### config.mk
export PLATFORM = sky130hd
export DESIGN_NAME = plot_arbiter_flat
export DESIGN_NICKNAME = d
export VERILOG_FILES = /design/src/rtl/plot_arbiter_pkg.sv /design/src/rtl/plot_arbiter_if.sv /design/src/rtl/plot_arbiter_rr_pick3.sv /design/src/rtl/plot_arbiter.sv /design/src/flat_wrapper.sv
export SDC_FILE = /design/constraint.sdc
export NUM_CORES = 1
export LEC_CHECK = 0
export ABC_AREA = 1
export BUFFER_PORTS_ARGS = -buffer_cell sky130_fd_sc_hd__buf_2
export CORE_MARGIN = 4
export CORE_UTILIZATION = 49
export CTS_CLUSTER_DIAMETER = 60
export DETAILED_ROUTE_END_ITERATION = 6
export HOLD_SLACK_MARGIN = 0.02
export PLACE_DENSITY = 0.83
export SYNTH_ARGS = -nofsm -noshare
export SYNTH_HDL_FRONTEND = slang
export SYNTH_SLANG_ARGS = --single-unit
### constraint.sdc
create_clock -name clk -period 2.49 [get_ports clk]
set_input_delay 0.249 -clock clk [delete_from_list [all_inputs] [get_ports clk]]
set_output_delay 0.249 -clock clk [all_outputs]
set_load 0.02 [all_outputs]
### src/rtl/plot_arbiter_pkg.sv
// ============================================================================
// Package     : plot_pkg
// Description : Shared definitions for the plot arbiter. Holds the object id
//               codes, the sequencer state encoding, the colour defaults and
//               a modulo-3 increment helper.
//               Optional macro PLOT_TIMEOUT_EN adds the default plot timeout.
// Revision    : 1.0 - initial release
// ============================================================================
`default_nettype none

package plot_pkg;

  // Object ids as seen on the 'object' output
  localparam logic [1:0] OBJ_BALL   = 2'd0;
  localparam logic [1:0] OBJ_PADDLE = 2'd1;
  localparam logic [1:0] OBJ_BRICK  = 2'd2;
  localparam logic [1:0] OBJ_NONE   = 2'd3;

  // Sequencer states
  typedef enum logic [2:0] {
    ST_IDLE       = 3'd0,
    ST_ERASE      = 3'd1,
    ST_ERASE_WAIT = 3'd2,
    ST_DRAW       = 3'd3,
    ST_DRAW_WAIT  = 3'd4,
    ST_FINISH     = 3'd5
  } state_t;

  // Colour defaults
  localparam logic [2:0] DEF_BG_COLOUR     = 3'b000;
  localparam logic [2:0] DEF_BALL_COLOUR   = 3'b111;
  localparam logic [2:0] DEF_PADDLE_COLOUR = 3'b010;
  localparam logic [2:0] DEF_BRICK_COLOUR  = 3'b100;

`ifdef PLOT_TIMEOUT_EN
  localparam int DEF_PLOT_TIMEOUT = 20000;
`endif

  // (a + 1) mod 3 for requester ids 0..2
  function automatic logic [1:0] inc3(input logic [1:0] a);
    return (a >= 2'd2) ? 2'd0 : a + 2'd1;
  endfunction

endpackage

`default_nettype wire

### src/rtl/plot_arbiter_if.sv
// ============================================================================
// Interface   : plot_arbiter_if
// Description : Engine-request and plotter-command bundle of the plot arbiter.
//               slave  : arbiter view (requests/plot_done in, commands out)
//               master : environment view (engines + plotter)
//               Optional macro PLOT_TIMEOUT_EN adds timeout_err.
// Revision    : 1.0 - initial release
// ============================================================================
`default_nettype none

interface plot_arbiter_if;

  logic [2:0]  req;          // per-requester request level
  logic [2:0]  ack;          // one-cycle capture pulse
  logic [23:0] new_x_bus;    // 3 x 8b new X
  logic [20:0] new_y_bus;    // 3 x 7b new Y
  logic [23:0] old_x_bus;    // 3 x 8b old X
  logic [20:0] old_y_bus;    // 3 x 7b old Y
  logic [23:0] size_x_bus;   // 3 x 8b width
  logic [20:0] size_y_bus;   // 3 x 7b height
  logic [2:0]  erase_only;   // per-requester: skip draw phase
  logic [7:0]  plot_x;
  logic [6:0]  plot_y;
  logic [7:0]  plot_w;
  logic [6:0]  plot_h;
  logic [2:0]  plot_colour;
  logic        plot_start;
  logic        plot_done;
  logic [1:0]  object;
  logic        busy;
  logic        xfer_done;
`ifdef PLOT_TIMEOUT_EN
  logic        timeout_err;
`endif

`ifdef PLOT_TIMEOUT_EN
  modport slave (
    input  req, new_x_bus, new_y_bus, old_x_bus, old_y_bus,
           size_x_bus, size_y_bus, erase_only, plot_done,
    output ack, plot_x, plot_y, plot_w, plot_h, plot_colour, plot_start,
           object, busy, xfer_done, timeout_err
  );
  modport master (
    output req, new_x_bus, new_y_bus, old_x_bus, old_y_bus,
           size_x_bus, size_y_bus, erase_only, plot_done,
    input  ack, plot_x, plot_y, plot_w, plot_h, plot_colour, plot_start,
           object, busy, xfer_done, timeout_err
  );
`else
  modport slave (
    input  req, new_x_bus, new_y_bus, old_x_bus, old_y_bus,
           size_x_bus, size_y_bus, erase_only, plot_done,
    output ack, plot_x, plot_y, plot_w, plot_h, plot_colour, plot_start,
           object, busy, xfer_done
  );
  modport master (
    output req, new_x_bus, new_y_bus, old_x_bus, old_y_bus,
           size_x_bus, size_y_bus, erase_only, plot_done,
    input  ack, plot_x, plot_y, plot_w, plot_h, plot_colour, plot_start,
           object, busy, xfer_done
  );
`endif

endinterface

`default_nettype wire

### src/rtl/plot_arbiter_rr_pick3.sv
// ============================================================================
// Module      : rr_pick3
// Description : Combinational round-robin picker for three requesters. The
//               first set request bit searching upward (mod 3) from the
//               pointer wins.
// Ports       : i_req[2:0]  request levels
//               i_rr_ptr    highest-priority requester this cycle (0..2)
//               o_idx       winning requester id
//               o_valid     at least one request present
// Revision    : 1.0 - initial release
// ============================================================================
`default_nettype none

module rr_pick3
  import plot_pkg::*;
(
  input  logic [2:0] i_req,
  input  logic [1:0] i_rr_ptr,
  output logic [1:0] o_idx,
  output logic       o_valid
);

  logic [1:0] w_order [3];

  always_comb begin
    w_order[0] = i_rr_ptr;
    w_order[1] = inc3(i_rr_ptr);
    w_order[2] = inc3(inc3(i_rr_ptr));
    o_valid    = 1'b0;
    o_idx      = OBJ_BALL;
    // Scan lowest priority first so the highest-priority hit is written last
    for (int k = 2; k >= 0; k--) begin
      if (i_req[w_order[k]]) begin
        o_valid = 1'b1;
        o_idx   = w_order[k];
      end
    end
  end

endmodule

`default_nettype wire

### src/rtl/plot_arbiter.sv
// ============================================================================
// Module      : plot_arbiter
// Description : Shares one rectangle plotter between the ball, paddle and
//               brick engines. Grants round-robin, then erases the old
//               rectangle in background colour and draws the new one in the
//               object colour.
// Ports       : clk, reset (synchronous, active high)
//               bus : plot_arbiter_if.slave (requests, bundles, plot cmds)
// Optional    : PLOT_TIMEOUT_EN - abort a WAIT state after PLOT_TIMEOUT
//               cycles without plot_done and pulse timeout_err.
// Revision    : 1.0 - initial release
// ============================================================================
`default_nettype none

module plot_arbiter
  import plot_pkg::*;
#(
  parameter logic [2:0] BG_COLOUR     = DEF_BG_COLOUR,
  parameter logic [2:0] BALL_COLOUR   = DEF_BALL_COLOUR,
  parameter logic [2:0] PADDLE_COLOUR = DEF_PADDLE_COLOUR,
  parameter logic [2:0] BRICK_COLOUR  = DEF_BRICK_COLOUR
`ifdef PLOT_TIMEOUT_EN
  , parameter int PLOT_TIMEOUT = DEF_PLOT_TIMEOUT
`endif
) (
  input  wire logic     clk,
  input  wire logic     reset,
  plot_arbiter_if.slave bus
);

  state_t     r_state, w_state_next;
  logic [1:0] r_rr_ptr, w_rr_ptr_next;

  // Captured request bundle (old position is consumed at grant time)
  logic [7:0] r_cap_new_x, w_cap_new_x;
  logic [6:0] r_cap_new_y, w_cap_new_y;
  logic       r_cap_erase, w_cap_erase;
  logic [1:0] r_cap_id,    w_cap_id;

  // Registered outputs
  logic [2:0] r_ack,        w_ack_next;
  logic [7:0] r_plot_x,     w_plot_x_next;
  logic [6:0] r_plot_y,     w_plot_y_next;
  logic [7:0] r_plot_w,     w_plot_w_next;
  logic [6:0] r_plot_h,     w_plot_h_next;
  logic [2:0] r_plot_col,   w_plot_col_next;
  logic       r_plot_start, w_plot_start_next;
  logic [1:0] r_object,     w_object_next;
  logic       r_xfer_done,  w_xfer_done_next;

  logic [1:0] w_pick_idx;
  logic       w_pick_valid;
  logic [7:0] w_sel_new_x, w_sel_old_x, w_sel_w;
  logic [6:0] w_sel_new_y, w_sel_old_y, w_sel_h;

`ifdef PLOT_TIMEOUT_EN
  logic [15:0] r_tmo_cnt, w_tmo_cnt_next;
  logic        r_timeout_err, w_timeout_err_next;
  logic        w_tmo_hit;
`endif

  rr_pick3 u_pick (
    .i_req    (bus.req),
    .i_rr_ptr (r_rr_ptr),
    .o_idx    (w_pick_idx),
    .o_valid  (w_pick_valid)
  );

  function automatic logic [2:0] obj_colour(input logic [1:0] id);
    case (id)
      OBJ_BALL:   return BALL_COLOUR;
      OBJ_PADDLE: return PADDLE_COLOUR;
      default:    return BRICK_COLOUR;
    endcase
  endfunction

  assign w_sel_new_x = bus.new_x_bus [8*w_pick_idx +: 8];
  assign w_sel_old_x = bus.old_x_bus [8*w_pick_idx +: 8];
  assign w_sel_w     = bus.size_x_bus[8*w_pick_idx +: 8];
  assign w_sel_new_y = bus.new_y_bus [7*w_pick_idx +: 7];
  assign w_sel_old_y = bus.old_y_bus [7*w_pick_idx +: 7];
  assign w_sel_h     = bus.size_y_bus[7*w_pick_idx +: 7];

`ifdef PLOT_TIMEOUT_EN
  // Counter holds cycles since plot_start; FINISH is reached exactly
  // PLOT_TIMEOUT cycles after the start pulse.
  assign w_tmo_hit = (r_tmo_cnt == 16'(PLOT_TIMEOUT - 1));

  always_comb begin
    w_tmo_cnt_next = 16'd0;
    case (r_state)
      ST_ERASE, ST_DRAW:           w_tmo_cnt_next = 16'd1;
      ST_ERASE_WAIT, ST_DRAW_WAIT: w_tmo_cnt_next = r_tmo_cnt + 16'd1;
      default:                     w_tmo_cnt_next = 16'd0;
    endcase
  end
`endif

  always_comb begin
    w_state_next      = r_state;
    w_rr_ptr_next     = r_rr_ptr;
    w_cap_new_x       = r_cap_new_x;
    w_cap_new_y       = r_cap_new_y;
    w_cap_erase       = r_cap_erase;
    w_cap_id          = r_cap_id;
    w_ack_next        = 3'b000;
    w_plot_x_next     = r_plot_x;
    w_plot_y_next     = r_plot_y;
    w_plot_w_next     = r_plot_w;
    w_plot_h_next     = r_plot_h;
    w_plot_col_next   = r_plot_col;
    w_plot_start_next = 1'b0;
    w_object_next     = r_object;
    w_xfer_done_next  = 1'b0;
`ifdef PLOT_TIMEOUT_EN
    w_timeout_err_next = 1'b0;
`endif

    case (r_state)
      ST_IDLE: begin
        if (w_pick_valid) begin
          w_cap_new_x   = w_sel_new_x;
          w_cap_new_y   = w_sel_new_y;
          w_cap_erase   = bus.erase_only[w_pick_idx];
          w_cap_id      = w_pick_idx;
          w_ack_next    = 3'b001 << w_pick_idx;
          w_object_next = w_pick_idx;
          w_rr_ptr_next = inc3(w_pick_idx);
          w_plot_w_next = w_sel_w;
          w_plot_h_next = w_sel_h;
          if (w_sel_w == 8'd0 || w_sel_h == 7'd0) begin
            // Nothing to plot; the ack cycle doubles as the FINISH cycle
            w_state_next     = ST_FINISH;
            w_xfer_done_next = 1'b1;
          end else if (w_sel_old_x == w_sel_new_x && w_sel_old_y == w_sel_new_y
                       && !bus.erase_only[w_pick_idx]) begin
            w_state_next      = ST_DRAW;
            w_plot_x_next     = w_sel_new_x;
            w_plot_y_next     = w_sel_new_y;
            w_plot_col_next   = obj_colour(w_pick_idx);
            w_plot_start_next = 1'b1;
          end else begin
            w_state_next      = ST_ERASE;
            w_plot_x_next     = w_sel_old_x;
            w_plot_y_next     = w_sel_old_y;
            w_plot_col_next   = BG_COLOUR;
            w_plot_start_next = 1'b1;
          end
        end
      end
      ST_ERASE: w_state_next = ST_ERASE_WAIT;
      ST_ERASE_WAIT: begin
        if (bus.plot_done) begin
          if (r_cap_erase) begin
            w_state_next     = ST_FINISH;
            w_xfer_done_next = 1'b1;
            w_object_next    = OBJ_NONE;
          end else begin
            w_state_next      = ST_DRAW;
            w_plot_x_next     = r_cap_new_x;
            w_plot_y_next     = r_cap_new_y;
            w_plot_col_next   = obj_colour(r_cap_id);
            w_plot_start_next = 1'b1;
          end
        end
`ifdef PLOT_TIMEOUT_EN
        else if (w_tmo_hit) begin
          w_state_next       = ST_FINISH;
          w_xfer_done_next   = 1'b1;
          w_timeout_err_next = 1'b1;
          w_object_next      = OBJ_NONE;
        end
`endif
      end
      ST_DRAW: w_state_next = ST_DRAW_WAIT;
      ST_DRAW_WAIT: begin
        if (bus.plot_done) begin
          w_state_next     = ST_FINISH;
          w_xfer_done_next = 1'b1;
          w_object_next    = OBJ_NONE;
        end
`ifdef PLOT_TIMEOUT_EN
        else if (w_tmo_hit) begin
          w_state_next       = ST_FINISH;
          w_xfer_done_next   = 1'b1;
          w_timeout_err_next = 1'b1;
          w_object_next      = OBJ_NONE;
        end
`endif
      end
      ST_FINISH: begin
        w_state_next  = ST_IDLE;
        w_object_next = OBJ_NONE;
      end
      default: w_state_next = ST_IDLE;
    endcase
  end

  always_ff @(posedge clk) begin
    if (reset) begin
      r_state      <= ST_IDLE;
      r_rr_ptr     <= 2'd0;
      r_cap_new_x  <= 8'd0;
      r_cap_new_y  <= 7'd0;
      r_cap_erase  <= 1'b0;
      r_cap_id     <= OBJ_BALL;
      r_ack        <= 3'b000;
      r_plot_x     <= 8'd0;
      r_plot_y     <= 7'd0;
      r_plot_w     <= 8'd0;
      r_plot_h     <= 7'd0;
      r_plot_col   <= BG_COLOUR;
      r_plot_start <= 1'b0;
      r_object     <= OBJ_NONE;
      r_xfer_done  <= 1'b0;
    end else begin
      r_state      <= w_state_next;
      r_rr_ptr     <= w_rr_ptr_next;
      r_cap_new_x  <= w_cap_new_x;
      r_cap_new_y  <= w_cap_new_y;
      r_cap_erase  <= w_cap_erase;
      r_cap_id     <= w_cap_id;
      r_ack        <= w_ack_next;
      r_plot_x     <= w_plot_x_next;
      r_plot_y     <= w_plot_y_next;
      r_plot_w     <= w_plot_w_next;
      r_plot_h     <= w_plot_h_next;
      r_plot_col   <= w_plot_col_next;
      r_plot_start <= w_plot_start_next;
      r_object     <= w_object_next;
      r_xfer_done  <= w_xfer_done_next;
    end
  end

`ifdef PLOT_TIMEOUT_EN
  always_ff @(posedge clk) begin
    if (reset) begin
      r_tmo_cnt     <= 16'd0;
      r_timeout_err <= 1'b0;
    end else begin
      r_tmo_cnt     <= w_tmo_cnt_next;
      r_timeout_err <= w_timeout_err_next;
    end
  end
  assign bus.timeout_err = r_timeout_err;
`endif

  assign bus.ack         = r_ack;
  assign bus.plot_x      = r_plot_x;
  assign bus.plot_y      = r_plot_y;
  assign bus.plot_w      = r_plot_w;
  assign bus.plot_h      = r_plot_h;
  assign bus.plot_colour = r_plot_col;
  assign bus.plot_start  = r_plot_start;
  assign bus.object      = r_object;
  assign bus.busy        = (r_state != ST_IDLE);
  assign bus.xfer_done   = r_xfer_done;

endmodule

`default_nettype wire

### src/flat_wrapper.sv
// flat-port wrapper written by rule: the top's interface ports become plain ports
module plot_arbiter_flat import plot_pkg::*;
#(
  parameter logic [2:0] BG_COLOUR     = DEF_BG_COLOUR,
  parameter logic [2:0] BALL_COLOUR   = DEF_BALL_COLOUR,
  parameter logic [2:0] PADDLE_COLOUR = DEF_PADDLE_COLOUR,
  parameter logic [2:0] BRICK_COLOUR  = DEF_BRICK_COLOUR

)
  (clk, reset, bus_req, bus_new_x_bus, bus_new_y_bus, bus_old_x_bus, bus_old_y_bus, bus_size_x_bus, bus_size_y_bus, bus_erase_only, bus_plot_done, bus_ack, bus_plot_x, bus_plot_y, bus_plot_w, bus_plot_h, bus_plot_colour, bus_plot_start, bus_object, bus_busy, bus_xfer_done);
  plot_arbiter_if bus_i ();
  input  wire logic clk;
  input  wire logic reset;
  input wire logic [$bits(bus_i.req)-1:0] bus_req;
  input wire logic [$bits(bus_i.new_x_bus)-1:0] bus_new_x_bus;
  input wire logic [$bits(bus_i.new_y_bus)-1:0] bus_new_y_bus;
  input wire logic [$bits(bus_i.old_x_bus)-1:0] bus_old_x_bus;
  input wire logic [$bits(bus_i.old_y_bus)-1:0] bus_old_y_bus;
  input wire logic [$bits(bus_i.size_x_bus)-1:0] bus_size_x_bus;
  input wire logic [$bits(bus_i.size_y_bus)-1:0] bus_size_y_bus;
  input wire logic [$bits(bus_i.erase_only)-1:0] bus_erase_only;
  input wire logic [$bits(bus_i.plot_done)-1:0] bus_plot_done;
  output wire logic [$bits(bus_i.ack)-1:0] bus_ack;
  output wire logic [$bits(bus_i.plot_x)-1:0] bus_plot_x;
  output wire logic [$bits(bus_i.plot_y)-1:0] bus_plot_y;
  output wire logic [$bits(bus_i.plot_w)-1:0] bus_plot_w;
  output wire logic [$bits(bus_i.plot_h)-1:0] bus_plot_h;
  output wire logic [$bits(bus_i.plot_colour)-1:0] bus_plot_colour;
  output wire logic [$bits(bus_i.plot_start)-1:0] bus_plot_start;
  output wire logic [$bits(bus_i.object)-1:0] bus_object;
  output wire logic [$bits(bus_i.busy)-1:0] bus_busy;
  output wire logic [$bits(bus_i.xfer_done)-1:0] bus_xfer_done;
  assign bus_i.req = bus_req;
  assign bus_i.new_x_bus = bus_new_x_bus;
  assign bus_i.new_y_bus = bus_new_y_bus;
  assign bus_i.old_x_bus = bus_old_x_bus;
  assign bus_i.old_y_bus = bus_old_y_bus;
  assign bus_i.size_x_bus = bus_size_x_bus;
  assign bus_i.size_y_bus = bus_size_y_bus;
  assign bus_i.erase_only = bus_erase_only;
  assign bus_i.plot_done = bus_plot_done;
  assign bus_ack = bus_i.ack;
  assign bus_plot_x = bus_i.plot_x;
  assign bus_plot_y = bus_i.plot_y;
  assign bus_plot_w = bus_i.plot_w;
  assign bus_plot_h = bus_i.plot_h;
  assign bus_plot_colour = bus_i.plot_colour;
  assign bus_plot_start = bus_i.plot_start;
  assign bus_object = bus_i.object;
  assign bus_busy = bus_i.busy;
  assign bus_xfer_done = bus_i.xfer_done;
  plot_arbiter #(.BG_COLOUR(BG_COLOUR), .BALL_COLOUR(BALL_COLOUR), .PADDLE_COLOUR(PADDLE_COLOUR), .BRICK_COLOUR(BRICK_COLOUR)) u_core (.clk(clk), .reset(reset), .bus(bus_i));
endmodule
==> run summary, run 1 <==
Status = finished, violations left
Failing checks = negative setup slack
Die Ht = 103 um
First-pass GRT wire length = 23400 um
CP Launch Point = u_core.r_rr_ptr[1]$_SDFFE_PP0P_
Post-synthesis instance area = 4420 um^2
Pre-antenna DRT Iters = 5
Vias in the first global route = 5102
Relative slew slack = 0.629
H-Tree Depth = 3
Setup crit end kind = register
Post-route cell area = 6600 um^2
Final #Nets = 1142
Worst Tran Pin Value = 0.556 ns
Io pins = 185
Setup WS post-layout = -0.191 ns
Grt met2 use = 0.472
Yosys warning count = 0
Met1 usage = 0.354
Die area = 10600 um^2
Total grt overflow = 0
Setup CP Type = register to register
Worst hold path type = input pin to register
Mapped Cells = 766
Layout cell share with drive strength beyond 1 = 0.358
Final Skew = 0.0141 ns
WL final = 17200 um
DRT iter0 DRCs = 402
Placeable Area = 8760 um^2
Post-synthesis sequential area ratio = 0.285
# setup viols final = 20
CTS Hold Bufs = 0
Number of routed nets with antenna violations = 0
Place WS = -0.253 ns
Hold_sp = reset
Initial Util = 0.505
Clock root cell = clkbuf_8
GR Util All Layers = 0.278
Synth cell types = 29
RSZ-0062 raised after global routing = yes
WHS = 0.159 ns
Post-Layout Cell Count = 1109
CTS Buf Count = 9
Synth Register Bits = 63
Worst skew pair latency = 0.35 ns
Num Clock Sinks = 63
Hpwl dp = 11300 um
Arr. time, crit path = 2.91 ns
Max FO, Critical Path = 8
Clock buffer depth = 2
Remaining DRCs = 0
Final hold viol count = 0
Async set or reset register ratio after synthesis = 0
RR Startpoint = u_core.r_rr_ptr[1]$_SDFFE_PP0P_
Num rows = 34
Diode count = 0
Area after DPL = 5750 um^2
Initial antenna violation count = 0
Syn nets = 910
Post-synth top flop = dfxtp_1
Placer Congestion = 0.985
TritonCTS clock tree = yes
Final period util = 1.08
Met3 Track Usage GR = 0.0494
Slew Viols, Final = 0
Die X = 103 um
Pin count of the biggest net entering global routing = 48
Max_cap viols = 0
Area growth syn-to-layout = 49.1%
Routed vias/inst = 5.45
Worst EP required = 2.72 ns
Placed cell count = 1072
Total number of vias = 6048
Critical path launch point type = register
Mean Syn Cell Area = 5.78 um^2
Grt peak-use layer = met2
# port buffers = 184
Number of enable flip-flop cells after synthesis = 0
Worst-path clk slew = 0.07 ns
Final Critical Period = 2.68 ns
DR WL/cell = 15.5 um
Max frequency = 0.373 GHz
worst max-delay path, stage by stage (launching register included):
cell and delay, ns:
dfxtp_4 0.39, buf_4 0.15, nand2_1 0.10, nand3_2 0.10
nand2_1 0.15, nand3_4 0.12, nand2_4 0.16, buf_8 0.13
nand2_1 0.05, a21boi_1 0.13, buf_4 0.16, nand2_2 0.07
nor2_2 0.03, nand2_1 0.08, nand3_2 0.10, nand2_4 0.13
inv_4 0.05, buf_12 0.13, buf_8 0.14, a21oi_1 0.12
a21oi_1 0.08
layout make-up:
type,count,area [um^2]
repair buffers,263,1760
inverters,117,462
fillers,691,2170
multi-input cells,544,2790
well taps,108,135
flip-flops and latches,63,1270
clock inverters,4,47.5
clock buffers,10,138
metal layers:
metal	vias up	share of wire
met2	377	0.47
met5	-	0
li1	2919	-
met4	0	0.038
met1	2684	0.39
met3	68	0.11
placed cells by master (no fill, tap or decap), drive strengths merged:
cell and instances:
o211ai 2, nand4 24, a31oi 2, o21ai 54
dfxtp 63, nand3b 2, nor2 55, nand3 112
o22ai 5, a21boi 7, buf 258, a31o 1
nand2 229, or2 2, nor3 1, a211oi 1
inv 114, clkbuf 15, bufinv 1, a2111oi 1
and2 2, clkinvlp 1, clkinv 5, a21oi 44
flip-flops by register name, summed over array words and instances, names as in the netlist:
register,count
u_core.bus.plot_start,1
u_core.bus.plot_y,7
u_core.r_cap_erase,1
u_core.r_cap_new_x,8
u_core.bus.plot_w,8
u_core.r_cap_new_y,7
u_core.bus.plot_colour,3
u_core.r_rr_ptr,2
u_core.bus.object,2
u_core.bus.plot_h,7
u_core.bus.plot_x,8
u_core.bus.ack,3
u_core.bus.xfer_done,1
u_core.r_cap_id,2
u_core.r_state,3
timing repair:
action / CTS / global route
gates resized for setup: 21 / 107
setup endpoints to repair: 19 / 21
pin swaps: 1 / 33
gates cloned: 0 / 6
setup buffers: 5 / 13
metrics by stage:
stage | util | TNS [ns]
2_1_floorplan | - | 0
3_3_place_gp | 0.656 | -0.578
3_5_place_dp | 0.656 | -1.74
4_1_cts | 0.688 | 0
5_1_grt | 0.753 | -5.60
6_report | 0.753 | -2.79
cells in the mapped netlist (3+ instances only):
cell / number / share of area
nand3_1: 109 / 0.12
buf_6: 6 / 0.015
nor2_1: 52 / 0.044
a21oi_1: 44 / 0.050
buf_4: 9 / 0.015
a21boi_0: 7 / 0.012
nand2_2: 3 / 0.0042
buf_2: 7 / 0.0079
clkbuf_1: 16 / 0.014
inv_1: 111 / 0.094
buf_1: 5 / 0.0042
nor2_2: 3 / 0.0042
nand3_2: 3 / 0.0068
dfxtp_1: 63 / 0.29
inv_2: 4 / 0.0034
nand2_1: 225 / 0.19
nand4_1: 24 / 0.034
o22ai_1: 5 / 0.0071
o21ai_0: 54 / 0.061
path summary, 6_finish.rpt:
path                                       end  slack, ns  cells past startpoint
min           u_core.bus.plot_start$_SDFF_PP0_       0.16                      2
min reg2reg  u_core.bus.plot_w[1]$_SDFFE_PP0P_       0.49                      2
max          u_core.bus.plot_y[3]$_SDFFE_PP0P_      -0.19                     20
max reg2reg  u_core.bus.plot_y[3]$_SDFFE_PP0P_      -0.19                     20
logic make-up (layout without fill, tap and decap cells):
logic type	after synthesis	count (layout)	synth area share
AOI/OAI and AO/OA	117	117	0.142
DFF	63	63	0.285
buffers and inverters	160	394	0.156
and+or+nand+nor	426	427	0.418
Power of run 1 is left out: the tool's default activity adds up to more than one toggle a clock period on the data nets, which glitch-free logic cannot reach.
==> run 2: changes to the inputs <==
--- a/config.mk
+++ b/config.mk
@@ -12,7 +12,7 @@
 export CTS_CLUSTER_DIAMETER = 60
 export DETAILED_ROUTE_END_ITERATION = 6
 export HOLD_SLACK_MARGIN = 0.02
-export PLACE_DENSITY = 0.83
+export PLACE_DENSITY = 0.81
 export SYNTH_ARGS = -nofsm -noshare
 export SYNTH_HDL_FRONTEND = slang
 export SYNTH_SLANG_ARGS = --single-unit
==> run 2 against run 1 <==
The flow finishes with violations (design-rule violations, negative setup slack). Non-clock buffer count is 29 lower. Critical path depth decreased by 2. Core utilization down 3.0 points. Final cell count shrank 2.6%. Via count decreased by 3.7%. Clock skew is 0.0099 ns lower. Routed wire length is 4.9% lower. Critical endpoint is now u_core.bus.plot_x[6]$_SDFFE_PP0P_. Largest cell class unchanged.
==> run summary, run 2 (synthesized netlist as in run 1, its figures left out) <==
Setup crit end kind = register (unchanged)
Worst Tran Pin Value = 0.473 ns (was 0.556 ns)
Area growth syn-to-layout = 43.2% (was 49.1%)
Cell Pwr Density = 1950 nW/um^2
DRT iter0 DRCs = 455 (was 402)
Max frequency = 0.391 GHz (was 0.373 GHz)
Fillcell total = 713 (was 691)
Reg power frac = 0.139
Num Clock Sinks = 63 (unchanged)
Tot Pwr = 12300 uW
Initial Util = 0.505 (unchanged)
Final Critical Period = 2.56 ns (was 2.68 ns)
Final TNS setup = -0.713 ns (was -2.79 ns)
Clock root cell = clkbuf_8 (unchanged)
Worst hold path type = input pin to register (unchanged)
Clock share of power = 0.071
Placeable Area = 8760 um^2 (unchanged)
Hpwl dp = 11200 um (was 11300 um)
Io pins = 185 (unchanged)
Arr. time, crit path = 2.84 ns (was 2.91 ns)
VDD IR-drop max = 778 uV
Diode count = 0 (unchanged)
Leakage = 0.00362 uW
Placed cell count = 1049 (was 1072)
CTS Buf Count = 9 (unchanged)
DR WL/cell = 15.1 um (was 15.5 um)
Setup WS post-layout = -0.0676 ns (was -0.191 ns)
Sw Ratio = 0.528
Worst skew pair latency = 0.35 ns (about the same)
Die area = 10600 um^2 (unchanged)
Final hold viol count = 0 (unchanged)
Initial antenna violation count = 0 (unchanged)
WL final = 16300 um (was 17200 um)
Post-Layout Cell Count = 1080 (was 1109)
# port buffers = 184 (unchanged)
Final Skew = 0.00416 ns (was 0.0141 ns)
Routed vias/inst = 5.40 (was 5.45)
Pre-antenna DRT Iters = 7 (was 5)
Status = finished, violations left (unchanged)
GR Util All Layers = 0.274 (was 0.278)
Pin count of the biggest net entering global routing = 48 (unchanged)
Placer Congestion = 0.905 (was 0.985)
Internal power = 5830 uW
Worst-path clk slew = 0.07 ns (about the same)
Commonest non-fill, non-tap cell in the layout = nand2_1 (unchanged)
Max FO, Critical Path = 8 (unchanged)
Remaining DRCs = 4 (was 0)
Area after DPL = 5550 um^2 (was 5750 um^2)
Num rows = 34 (unchanged)
Layout cell share with drive strength beyond 1 = 0.324 (was 0.358)
Post-route cell area = 6340 um^2 (was 6600 um^2)
WHS = 0.171 ns (was 0.159 ns)
Sw Pwr = 6520 uW
Clock buffer depth = 2 (unchanged)
Total number of vias = 5827 (was 6048)
Relative slew slack = 0.683 (was 0.629)
TritonCTS clock tree = yes (unchanged)
Die Ht = 103 um (unchanged)
Max_cap viols = 0 (unchanged)
Slew Viols, Final = 0 (unchanged)
Failing checks = design-rule violations, negative setup slack (was negative setup slack)
Final period util = 1.03 (was 1.08)
Critical path launch point type = register (unchanged)
Die X = 103 um (unchanged)
H-Tree Depth = 3 (unchanged)
Most frequent cells in the layout = nand2_1 (216), buf_2 (184), inv_1 (110) (was nand2_1 (212), buf_2 (184), inv_1 (109))
Worst EP required = 2.77 ns (was 2.72 ns)
Sequential cell area = 1270 um^2 (unchanged)
Final #Nets = 1113 (was 1142)
First-pass GRT wire length = 23000 um (was 23400 um)
RSZ-0062 raised after global routing = yes (unchanged)
# setup viols final = 18 (was 20)
Setup CP Type = register to register (unchanged)
Comb pwr share = 0.790
Total grt overflow = 0 (unchanged)
Area of the multi-input gates = 2720 um^2 (was 2790 um^2)
Vias in the first global route = 5012 (was 5102)
Number of routed nets with antenna violations = 0 (unchanged)
## run 2: changes by cell type in the layout (fill, tap and decap cells not counted), sizes merged
cell	delta
buf	-29
inv	+1
nand2	-1
## run 2: timing repair
| action | in CTS | in global routing |
|---|---|---|
| hold buffers | 0 | 0 |
| setup endpoints to repair | 19 | 21 |
| cloned | 1 | 7 |
| buffers inserted | 1 | 9 |
| pin swaps | 3 | 28 |
| gates resized for setup | 19 | 94 |
## run 2: path summary, 6_finish.rpt
kind | startpoint | end | slack, ns | depth (start not counted)
min | reset | u_core.r_state[1]$_SDFFE_PP0P_ | 0.17 | 2
max reg2reg | u_core.r_rr_ptr[1]$_SDFFE_PP0P_ | u_core.bus.plot_x[6]$_SDFFE_PP0P_ | -0.07 | 18
max | u_core.r_rr_ptr[1]$_SDFFE_PP0P_ | u_core.bus.plot_x[6]$_SDFFE_PP0P_ | -0.07 | 18
min reg2reg | u_core.bus.plot_w[4]$_SDFFE_PP0P_ | u_core.bus.plot_w[4]$_SDFFE_PP0P_ | 0.48 | 2
## run 2: cell type report
cell class | instances | share of cell area
timing repair buffer | 234 | 0.245
inverter | 117 | 0.0729
tap | 108 | 0.0213
sequential | 63 | 0.200
clock buffer | 10 | 0.0217
clock inverter | 4 | 0.00750
timing repair inverter | 1 | 0.00138
multi-input combinational | 543 | 0.430
## run 2: critical path, cell delays in order, from the launching register on
cell,delay (ns)
dfxtp_4,0.38
inv_6,0.10
nand2_4,0.07
nor2_2,0.09
nand4_1,0.11
nand2_2,0.14
nand2_8,0.13
clkbuf_16,0.20
or2_4,0.22
o211ai_1,0.13
nand2_1,0.10
nor2_1,0.11
nand2_1,0.11
nand3_2,0.10
nand2_4,0.08
inv_4,0.09
clkbuf_16,0.15
a21oi_1,0.05
a21oi_1,0.13
## run 2: power groups by stage
stage	logic (uW)	clock network [uW]	registers, uW
after floorplan	5120	0	1940
after global placement	7530	0	1680
after detailed placement	7610	0	1680
after CTS	7960	859	1680
after global routing	10700	914	1760
final	9750	876	1720
## run 2: stage by stage
step,util,worst slack [ns]
global route,0.723,-0.251
global placement,0.634,0.0139
CTS,0.666,0.00592
detailed placement,0.634,-0.0743
finish,0.723,-0.0676
floorplan,-,0.213
## run 2: metal layers
| metal | GRT usage | share of wire | wire, um |
|---|---|---|---|
| met5 | 0 | 0 | 0 |
| met4 | 0.0906 | 0.033 | 542 |
| met3 | 0.0595 | 0.11 | 1770 |
| met2 | 0.469 | 0.47 | 7630 |
| met1 | 0.340 | 0.39 | 6400 |
(Power assumes the default switching activity.)
